### config.mk
export PLATFORM = sky130hd
export DESIGN_NAME = line_clear_engine
export DESIGN_NICKNAME = d
export VERILOG_FILES = /design/src/rtl/line_clear_engine.sv
export SDC_FILE = /design/constraint.sdc
export NUM_CORES = 1
export LEC_CHECK = 0
export BUFFER_PORTS_ARGS = -buffer_cell sky130_fd_sc_hd__buf_2
export CORE_MARGIN = 8
export CORE_UTILIZATION = 49
export DETAILED_ROUTE_END_ITERATION = 16
export PLACE_DENSITY = 0.72
export SKIP_CTS_REPAIR_TIMING = 1
export SYNTH_ARGS = -nofsm -noshare
export SYNTH_HDL_FRONTEND = slang
export SYNTH_SLANG_ARGS = --single-unit
### constraint.sdc
create_clock -name clk_i -period 3.03 [get_ports clk_i]
set_input_delay 0.1515 -clock clk_i [delete_from_list [all_inputs] [get_ports clk_i]]
set_output_delay 0.1515 -clock clk_i [all_outputs]
set_load 0.03 [all_outputs]
### src/rtl/line_clear_engine.sv
// line_clear_engine
//   Post-lock line clear pass over the playfield matrix memory. Walks the rows
//   bottom (size_p-1) to top (0) through the line read port, drops every
//   completely filled row, copies the surviving rows downward, then zero-fills
//   as many top rows as were removed. The number of removed rows is reported
//   on lines_cleared_o.
//
// Ports
//   clk_i, reset_i     clock, asynchronous active-low reset
//   start_i            request a pass (accepted in IDLE while mem_ready_i=1)
//   ready_o            engine is idle
//   done_o             one-cycle pulse at the end of a pass
//   lines_cleared_o    rows cleared by the last completed pass
//   mem_ready_i        memory in normal mode; low stalls all port activity
//   rd_addr_o/rd_v_o   line read request (data returns one cycle later)
//   rd_data_i          registered read data
//   wr_addr_o/wr_data_o/wr_v_o  line write port
module line_clear_engine #(
    parameter int word_width_p = 10,
    parameter int size_p       = 20
) (
    input  logic                          clk_i,
    input  logic                          reset_i,
    input  logic                          start_i,
    output logic                          ready_o,
    output logic                          done_o,
    output logic [$clog2(size_p):0]       lines_cleared_o,
    input  logic                          mem_ready_i,
    output logic [$clog2(size_p)-1:0]     rd_addr_o,
    output logic                          rd_v_o,
    input  logic [word_width_p-1:0]       rd_data_i,
    output logic [$clog2(size_p)-1:0]     wr_addr_o,
    output logic [word_width_p-1:0]       wr_data_o,
    output logic                          wr_v_o
);
    localparam int AW = $clog2(size_p);
    localparam int CW = $clog2(size_p) + 1;
    localparam logic [AW-1:0] LAST_ROW = AW'(size_p - 1);

    typedef enum logic [2:0] {
        S_IDLE,
        S_READ,
        S_EVAL,
        S_FILL,
        S_DONE
    } state_e;

    state_e        state_q, state_d;
    logic [AW-1:0] src_q, src_d;     // row being read
    logic [AW-1:0] dst_q, dst_d;     // next row to receive a surviving row
    logic [CW-1:0] count_q, count_d; // full rows seen this pass
    logic [CW-1:0] lines_q, lines_d;
    logic          row_full;

    assign row_full = &rd_data_i;

    // State register
    always_ff @(posedge clk_i or negedge reset_i) begin
        if (!reset_i) begin
            state_q <= S_IDLE;
            src_q   <= LAST_ROW;
            dst_q   <= LAST_ROW;
            count_q <= '0;
            lines_q <= '0;
        end else begin
            state_q <= state_d;
            src_q   <= src_d;
            dst_q   <= dst_d;
            count_q <= count_d;
            lines_q <= lines_d;
        end
    end

    // Next-state logic
    always_comb begin
        state_d = state_q;
        src_d   = src_q;
        dst_d   = dst_q;
        count_d = count_q;
        lines_d = lines_q;
        case (state_q)
            S_IDLE: begin
                if (start_i && mem_ready_i) begin
                    src_d   = LAST_ROW;
                    dst_d   = LAST_ROW;
                    count_d = '0;
                    state_d = S_READ;
                end
            end
            S_READ: begin
                if (mem_ready_i) state_d = S_EVAL;
            end
            S_EVAL: begin
                // A stall holds everything; the memory keeps the registered
                // address so rd_data_i is still the same row afterwards.
                if (mem_ready_i) begin
                    if (row_full) begin
                        count_d = count_q + CW'(1);
                    end else if (dst_q != '0) begin
                        dst_d = dst_q - AW'(1);
                    end
                    if (src_q == '0) begin
                        if (count_d != '0) begin
                            state_d = S_FILL;
                        end else begin
                            state_d = S_DONE;
                            lines_d = count_d;
                        end
                    end else begin
                        src_d   = src_q - AW'(1);
                        state_d = S_READ;
                    end
                end
            end
            S_FILL: begin
                // dst ends compaction at count-1, so this zeroes rows
                // count-1 down to 0.
                if (mem_ready_i) begin
                    if (dst_q == '0) begin
                        state_d = S_DONE;
                        lines_d = count_q;
                    end else begin
                        dst_d = dst_q - AW'(1);
                    end
                end
            end
            S_DONE:  state_d = S_IDLE;
            default: state_d = S_IDLE;
        endcase
    end

    // Outputs: addresses and data are forced to 0 unless their strobe is high
    always_comb begin
        ready_o         = (state_q == S_IDLE);
        done_o          = (state_q == S_DONE);
        lines_cleared_o = lines_q;
        rd_v_o          = (state_q == S_READ) && mem_ready_i;
        rd_addr_o       = rd_v_o ? src_q : '0;
        wr_v_o          = 1'b0;
        wr_addr_o       = '0;
        wr_data_o       = '0;
        case (state_q)
            S_EVAL: begin
                // A surviving row that is already in place needs no write.
                if (mem_ready_i && !row_full && (src_q != dst_q)) begin
                    wr_v_o    = 1'b1;
                    wr_addr_o = dst_q;
                    wr_data_o = rd_data_i;
                end
            end
            S_FILL: begin
                if (mem_ready_i) begin
                    wr_v_o    = 1'b1;
                    wr_addr_o = dst_q;
                end
            end
            default: ;
        endcase
    end
endmodule

# After elaboration in Yosys (flattened, before gate mapping)
# Index checks and enable logic that the tools add are counted.
# Widths: inputs -> output; s select.
[op_classes]
n_addsub = 3
eq_ne = 16
muxes = 39
reduce_logical = 19
[ops]
columns = ["cell", "count"]
rows = [
  ["$mux 6", 10],
  ["$mux 5", 11],
  ["$pmux 6 s2", 2],
  ["$mux 3", 7],
  ["$mux 10", 2],
  ["$ne 2x2->1 const B", 10],
  ["$pmux 5 s2", 2],
  ["$pmux 5 s3", 1],
  ["$pmux 3 s4", 1],
  ["$logic_not 5->1", 2],
  ["$reduce_and 10->1", 1],
  ["$sub 5x1->5 const B", 2],
  ["$reduce_and 7->1", 1],
  ["$add 6x1->6 const B", 1],
  ["$eq 3x2->1 const B", 2],
  ["$reduce_and 6->1", 1],
  ["$reduce_bool 6->1", 1],
  ["$ne 5x5->1", 1],
  ["$reduce_and 5->1", 1],
  ["$reduce_bool 5->1", 1],
  ["$logic_and 1x1->1", 4],
  ["$reduce_and 4->1", 1],
  ["$reduce_bool 2->1", 2],
  ["$eq 3x1->1 const B", 1],
  ["other kinds (8)", 9],
]
[totals]
register_bits = 25
out_inout_bits = 30
wordCells = 82

# Logic depth before layout (Yosys ltp)
# Gate-level depths: netlist of run 1.
[depth]
word_depth = 9
depth_mapped = 8
depth_no_buf = 8

# Worst setup path before layout of run 1
# Ideal clock, no wire load.
[synth_path]
kind = "reg2reg"
start = "reg dst_q[0]"
end = "reg dst_q[4]"
setup_time_ps = 88
arrival_ps = 2189
required_ps = 2942
setup_slack_ps = 753
path_stages_with_launch = 9
path_buffers = 0
synth_period_minus_slack_ps = 2277
path_cell_list = "dfstp_2 > inv_1 > ha_1 > or4b_1 > o41ai_1 > a2111oi_4 > nand2_1 > o31a_1 > or3_1"
[synth_via]
elab_chain_cells = 5
[synth_rtl]
columns = ["item", "line", "source"]
rows = [
  ["start: declaration", "50", "logic [AW-1:0] dst_q, dst_d;"],
  ["start signal: assignment", "68", "dst_q <= dst_d;"],
  ["$sub 5x1->5", "100, 123", ""],
  ["$mux 5", "99", "end else if (dst_q != '0) begin"],
  ["$mux 5", "97", "if (row_full) begin"],
  ["$mux 5", "96", "if (mem_ready_i) begin"],
  ["$pmux 5 s3", "81", "case (state_q)"],
]
# Several ways; a longest one is shown, not always the timed one. The select of a mux whose other input is x is not followed.
# A chain may end at the register's enable or synchronous reset.

# Final worst setup path of run 1
[layout_path]
start = "reg state_q[1]"
end = "out wr_addr_o[0]"
[layout_via]
elab_chain_cells = 2
[layout_rtl]
columns = ["item", "line", "source"]
rows = [
  ["start: declaration", "48", "state_e state_q, state_d;"],
  ["start signal: assignment", "66", "state_q <= state_d;"],
  ["$eq 3x2->1", "142", "case (state_q)"],
  ["$pmux 5 s2 (*)", "142", ""],
  ["end: declaration", "32", "output logic [$clog2(size_p)-1:0] wr_addr_o,"],
]
# Mark *: on every way between the ends. The rest lies on a longest branch, timed or not.

==> flow_summary.yaml, run 1 <==
logic_synthesis:
  synth_edf_count: 0
  ys.flop_type: "dfrtp_1"
  netlist_area_sq_mm: 0.00179
  seq_area_frac_synth_pct: 35.4
  ys_types: 43
  avgSynthCellArea_sq_um: 8.67
  synthCells: 206
  synthArstFlopShare_pct: 100
  syn_nets: 225
  synth_seq_cells: 25
  yosysWarningCount: 0
sta:
  finalCriticalPeriod_ns: 2.73
  max_freq_mhz: 367
  maxSlewHeadroom_pct: 56.4
  drv_slew: 0
  fin_skew_ns: 0.00903
  finalHoldViolations: 0
  setup_viol: 0
  fin_crit_sh_pct: 90.0
  tightestPinTransition_ns: 0.649
  tns_ns: 0
  rsz0062_at_grt: "false"
detailed_routing:
  wirelength_um: 4310
  wire_per_inst_um: 14.7
  vias_per_cell: 5.49
  vias: 1609
  final_antenna_net_count: 0
  drc_errors: 0
  drt_iter0_drc: 98
  dr.pass1.iters: 5
outcome:
  outcome: "finished clean"
hold_path:
  hp-start: "mem_ready_i"
  hold_end: "state_q[1]"
  min_delay_path_depth: 3
  hold_class: "input pin to flip-flop"
pwr:
  leakagePower_nw: 1.02
  power_frac_seq_pct: 40.4
  switching_share_pct: 49.0
  switchingPower_mw: 0.675
  power_density_mw_per_mm2: 672
  p_int_mw: 0.704
  p_comb_share_pct: 47.9
  finalPower_mw: 1.38
  peakVddDrop_mv: 0.510
  p_clk_share_pct: 11.7
clock_network:
  cts_tree: "yes"
  cts_sinks: 25
  path_clk_slew_ns: 0.16
  htreeDepth: 1
  root_buffer: "clkbuf_4"
  max-clock-path-buffers: 2
  cts_buffers: 3
  clock_latency_ns: 0.33
finish:
  fin_cells: 293
  area_growth_pct: 14.9
  nets: 265
  diodes: 0
  drive_gt1_share_pct: 26.9
  fillers: 343
critical_path:
  r2r-start: "dst_q[0]"
  rrSetupSlack_ns: 0.57
  worstSetupPathType: "flip-flop to output pin"
  critPathArrivalTime_ns: 2.57
  end_kind: "output pin"
  rr_endpoint: "dst_q[4]"
  reg2regPathDepth: 8
  setup.worst_path.start_class: "flip-flop"
  cp_max_fo: 13
  critical_path_required_ns: 2.88
global_routing:
  grt_max_degree: 26
  antenna_found_initial: 0
  gr-total-overflow: 0
  grt_pass1_wl_um: 7220
  grt_use_total_pct: 14.4
  grt_pass1_vias: 1548
placement:
  finalWeightedCongestion: 0.836
  dp.cells: 288
  hpwl_um: 3270
  portBuffers: 43
floorplan:
  die_x_um: 76.4
  core_sq_mm: 0.00358
  die_area_sq_mm: 0.00583
  ioPinCount: 44
  initial_utilization_pct: 49.9
  fp-row-count: 22
  die-height_um: 76.4
flow_run:
  max-cap-violations: 0
==> cells in the mapped netlist (2+ instances only) <==
cell type	n	area share (%)
buf_2	3	0.84
nor4b_1	2	0.98
and2_1	20	7.0
nand2b_1	3	1.1
xnor2_1	5	2.5
ha_1	5	3.5
a21oi_1	7	2.0
buf_6	2	1.3
a31o_2	2	0.98
clkbuf_1	5	1.1
nor2_1	20	4.2
nand4_1	5	1.8
dfrtp_1	19	27
nor3_1	7	2.0
o21a_1	2	0.84
o31ai_1	2	0.84
mux2_4	5	4.2
or3_1	4	1.4
nand3_1	5	1.4
nand2_1	16	3.4
o21ai_0	15	4.2
a31oi_1	7	2.5
inv_1	10	2.1
and3_1	2	0.70
a311oi_1	2	0.98
xor2_1	9	4.4
dfstp_2	6	8.8
==> through the flow <==
| stage | hold WS, ns | util (%) | setup WS, ns | cell area (sq um) |
|---|---|---|---|---|
| 6_report | 0.186 | 57.4 | 0.304 | 2050 |
| 5_1_grt | 0.196 | 57.4 | 0.0927 | 2050 |
| 4_1_cts | -0.185 | 57.1 | 0.331 | 2040 |
| 3_5_place_dp | 0.182 | 56.3 | 0.600 | 2010 |
| 3_3_place_gp | 0.179 | 56.3 | 0.644 | 2010 |
| 2_1_floorplan | -0.144 | - | 0.753 | 1790 |
==> how the worst max path moves through the flow <==
stage | start | endpoint | slack, ns | cells after the start
final | state_q[1] | wr_addr_o[0] | 0.30 | 7
after global routing | state_q[1] | wr_addr_o[0] | 0.09 | 7
after CTS | state_q[1] | wr_addr_o[0] | 0.33 | 7
after detailed placement | dst_q[0] | dst_q[4] | 0.60 | 8
after global placement | dst_q[0] | dst_q[4] | 0.64 | 8
after floorplan | dst_q[0] | dst_q[4] | 0.75 | 8
==> layout by cell type (no fill, tap or decap), types with 2 or more instances in the layout <==
| cell type | Yosys | final |
|---|---|---|
| buf_2 | 3 | 43 |
| nor2_1 | 20 | 20 |
| and2_1 | 20 | 20 |
| dfrtp_1 | 19 | 19 |
| nand2_1 | 16 | 16 |
| o21ai_0 | 15 | 15 |
| inv_1 | 10 | 10 |
| xor2_1 | 9 | 9 |
| nor3_1 | 7 | 7 |
| a21oi_1 | 7 | 7 |
| a31oi_1 | 7 | 7 |
| dfstp_2 | 6 | 6 |
| xnor2_1 | 5 | 5 |
| nand4_1 | 5 | 5 |
| nand3_1 | 5 | 5 |
| mux2_4 | 5 | 5 |
| ha_1 | 5 | 5 |
| or3_1 | 4 | 4 |
| nand2b_1 | 3 | 3 |
| clkbuf_4 | 0 | 3 |
| a311oi_1 | 2 | 2 |
| a31o_2 | 2 | 2 |
| and3_1 | 2 | 2 |
| nor4b_1 | 2 | 2 |
| o21a_1 | 2 | 2 |
| o31ai_1 | 2 | 2 |
| buf_4 | 1 | 2 |
==> state kept, by name, indices dropped and copies added (netlist names) <==
name / cells
count_q: 6
dst_q: 5
lines_cleared_o: 6
src_q: 5
state_q: 3
==> critical path, stage by stage (launching register included) <==
cell and delay [ns]:
dfrtp_1 0.65, nor2b_1 0.46, nand2_1 0.17, a311oi_1 0.28, buf_4 0.20, a31o_2 0.16
and2_1 0.14, buf_2 0.20
==> layout make-up <==
cell class | count | area (sq um) | share of cell area (%)
multi-input cells | 160 | 1050 | 51.2
flip-flops and latches | 25 | 633 | 30.8
repair buffers | 46 | 240 | 11.7
well taps | 48 | 60.1 | 2.93
inverters | 10 | 37.5 | 1.83
clock buffers | 3 | 22.5 | 1.10
clock inverters | 1 | 7.51 | 0.366
==> cell families after synthesis <==
| family | synth area share [%] |
|---|---|
| xor+xnor | 6.86 |
| flops | 35.4 |
| buf+inv | 5.67 |
| compound gates | 16.5 |
| fa+ha+maj | 3.50 |
| mux | 4.83 |
| simple gates | 27.2 |
==> routing by layer <==
metal  part of all wire (%)  GRT usage, %  up-vias
met2                     46          23.2       48
met1                     47          18.6      759
met3                    6.1          3.42        2
met4                   0.63          3.85        0
met5                      0             0        -
li1                       -             -      800
==> power groups by stage <==
stage,clock (mW),combinational [mW],sequential (mW)
CTS,0.162,0.660,0.555
finish,0.161,0.661,0.557
global placement,0,0.649,0.562
floorplan,0,0.567,0.474
global route,0.175,0.726,0.576
detailed placement,0,0.658,0.562
No activity file was read; power rests on OpenSTA's default activity.
==> run 2, diff against run 1 <==
- CELL_PAD_IN_SITES_DETAIL_PLACEMENT: default -> 0
- CELL_PAD_IN_SITES_GLOBAL_PLACEMENT: default -> 1
- CORE_UTILIZATION: 49 -> 39
- PLACE_DENSITY: 0.72 -> 0.77
==> run 2 against run 1 <==
  * Register-to-register slack gained 0.02 ns
  * Global-route usage down 1.5 points
  * Non-clock buffer count grew 3
  * Worst setup slack better by 0.13 ns
  * Cell area grew 2.3%
  * Critical path depth unchanged
  * Sequential share of layout area shrank 0.68 points
  * Clock skew fell by 0.00054 ns
  * First-iteration DRC count increased by 24%
  * Critical path type unchanged
  * Largest power group unchanged
==> flow_summary.yaml, run 2 (synthesis results as in run 1) <==
sta:
  tns_ns: 0
  fin_crit_sh_pct: 85.5
  maxSlewHeadroom_pct: 60.0
  rsz0062_at_grt: "false"
  setup_viol: 0
  max_freq_mhz: 386
  tightestPinTransition_ns: 0.592
  finalHoldViolations: 0
  finalCriticalPeriod_ns: 2.59
  drv_slew: 0
  fin_skew_ns: 0.00849
pwr:
  power_frac_seq_pct: 36.9
  p_comb_share_pct: 48.5
  p_clk_share_pct: 14.6
  power_density_mw_per_mm2: 689
  finalPower_mw: 1.45
  switching_share_pct: 47.3
  switchingPower_mw: 0.685
  leakagePower_nw: 1.05
  peakVddDrop_mv: 0.368
  p_int_mw: 0.762
global_routing:
  grtUsageMet2_pct: 20.6
  top_usage_layer: "met2"
  grt_max_degree: 26
  grtUsageMet3_pct: 3.42
  grt_pass1_vias: 1585
  grt_util_met1_pct: 16.7
  gr-total-overflow: 0
  antenna_found_initial: 0
  grt_pass1_wl_um: 7710
  grt_use_total_pct: 12.9
critical_path:
  cp_max_fo: 11
  critPathArrivalTime_ns: 2.44
  end_kind: "output pin"
  worst-path-buf-inv: 2
  worstSetupPathType: "flip-flop to output pin"
  critical_path_required_ns: 2.88
  slowest_delay_ns: 0.53
  crit_chain: "nor2b_1 > nand2_1 > a311oi_1 > buf_4 > a31o_2 > and2_1 > buf_2"
  cpMaxStageDelayCell: "dfrtp_1"
  path_delay_family: "simple AND/OR/NAND/NOR gates"
  setup.worst_path.start_class: "flip-flop"
floorplan:
  die-height_um: 83.7
  die_area_sq_mm: 0.00700
  initial_utilization_pct: 40.8
  ioPinCount: 44
  die_x_um: 83.7
  fp-row-count: 24
  core_sq_mm: 0.00438
outcome:
  outcome: "finished clean"
placement:
  portBuffers: 43
  hpwl_um: 3380
  finalWeightedCongestion: 0.804
clock_network:
  path_clk_slew_ns: 0.10
  cts_sinks: 25
  htreeDepth: 1
  cts_tree: "yes"
  clock_latency_ns: 0.27
  max-clock-path-buffers: 2
  root_buffer: "clkbuf_8"
  cts_buffers: 3
finish:
  drive_gt1_share_pct: 27.8
  area_growth_pct: 17.5
  diodes: 0
  finalCoreUtilization_pct: 47.9
  mostFrequentLayoutCells: "buf_2, nor2_1, and2_1"
  fillers: 440
  nets: 268
  final_common_cell: "buf_2"
detailed_routing:
  vias_per_cell: 5.46
  final_antenna_net_count: 0
  dr.pass1.iters: 4
  wire_per_inst_um: 14.8
  drt_iter0_drc: 122
  wirelength_um: 4440
  vias: 1638
  drc_errors: 0
flow_run:
  max-cap-violations: 0
hold_path:
  hold_class: "input pin to flip-flop"
-- run 2: cell types whose count changed in the layout (fill, tap and decap cells not counted), sizes merged --
| cell | change |
|---|---|
| buf | +3 |
-- run 2: path summary, 6_finish.rpt --
| kind | from | endpoint | slack (ns) | cells past startpoint |
|---|---|---|---|---|
| hold reg to reg | lines_cleared_o[2] | lines_cleared_o[2] | 0.49 | 1 |
| setup / recovery | state_q[2] | wr_addr_o[1] | 0.44 | 7 |
| min in group asynchronous | reset_i | src_q[3] | 0.41 | 2 |
| setup reg to reg | dst_q[0] | dst_q[4] | 0.59 | 8 |
| hold / removal | mem_ready_i | state_q[1] | 0.24 | 3 |
| max in group asynchronous | reset_i | state_q[0] | 2.23 | 2 |
-- run 2: final cells by class --
class                           count  area, sq um  area share (%)
Multi-Input combinational cell    160         1050            50.1
Sequential cell                    25          633            30.2
Timing Repair Buffer               49          263            12.5
Tap cell                           52         65.1            3.10
Clock buffer                        3         41.3            1.97
Inverter                           10         37.5            1.79
Clock inverter                      1         7.51           0.358
-- run 2: metal layers --
metal  vias up  share of wire, %
li1        807                 -
met1       793                49
met2        36                44
met3         2               5.5
met4         0              0.74
met5         -                 0
-- run 2: through the flow --
step	instance area (sq um)	instances	hold slack (ns)	setup slack (ns)
global route	2100	300	0.255	0.167
finish	2100	300	0.239	0.438
floorplan	1790	206	-0.144	0.753
CTS	2090	299	-0.110	0.454
detailed placement	2040	295	0.199	0.590
global placement	2040	295	0.187	0.643
-- run 2: worst reg2reg max path: stages, from the launching register on --
cell       delay, ns
dfstp_2         0.59
inv_1           0.07
ha_1            0.20
or4b_1          0.18
o41ai_1         0.11
a2111oi_4       0.50
nand2_1         0.17
o31a_1          0.25
or3_1           0.30
-- run 2: power groups by stage --
| stage | clock, mW | sequential (mW) | combinational [mW] |
|---|---|---|---|
| finish | 0.211 | 0.533 | 0.702 |
| global route | 0.233 | 0.554 | 0.784 |
| CTS | 0.221 | 0.534 | 0.708 |
| detailed placement | 0 | 0.540 | 0.705 |
| global placement | 0 | 0.542 | 0.706 |
| floorplan | 0 | 0.474 | 0.567 |
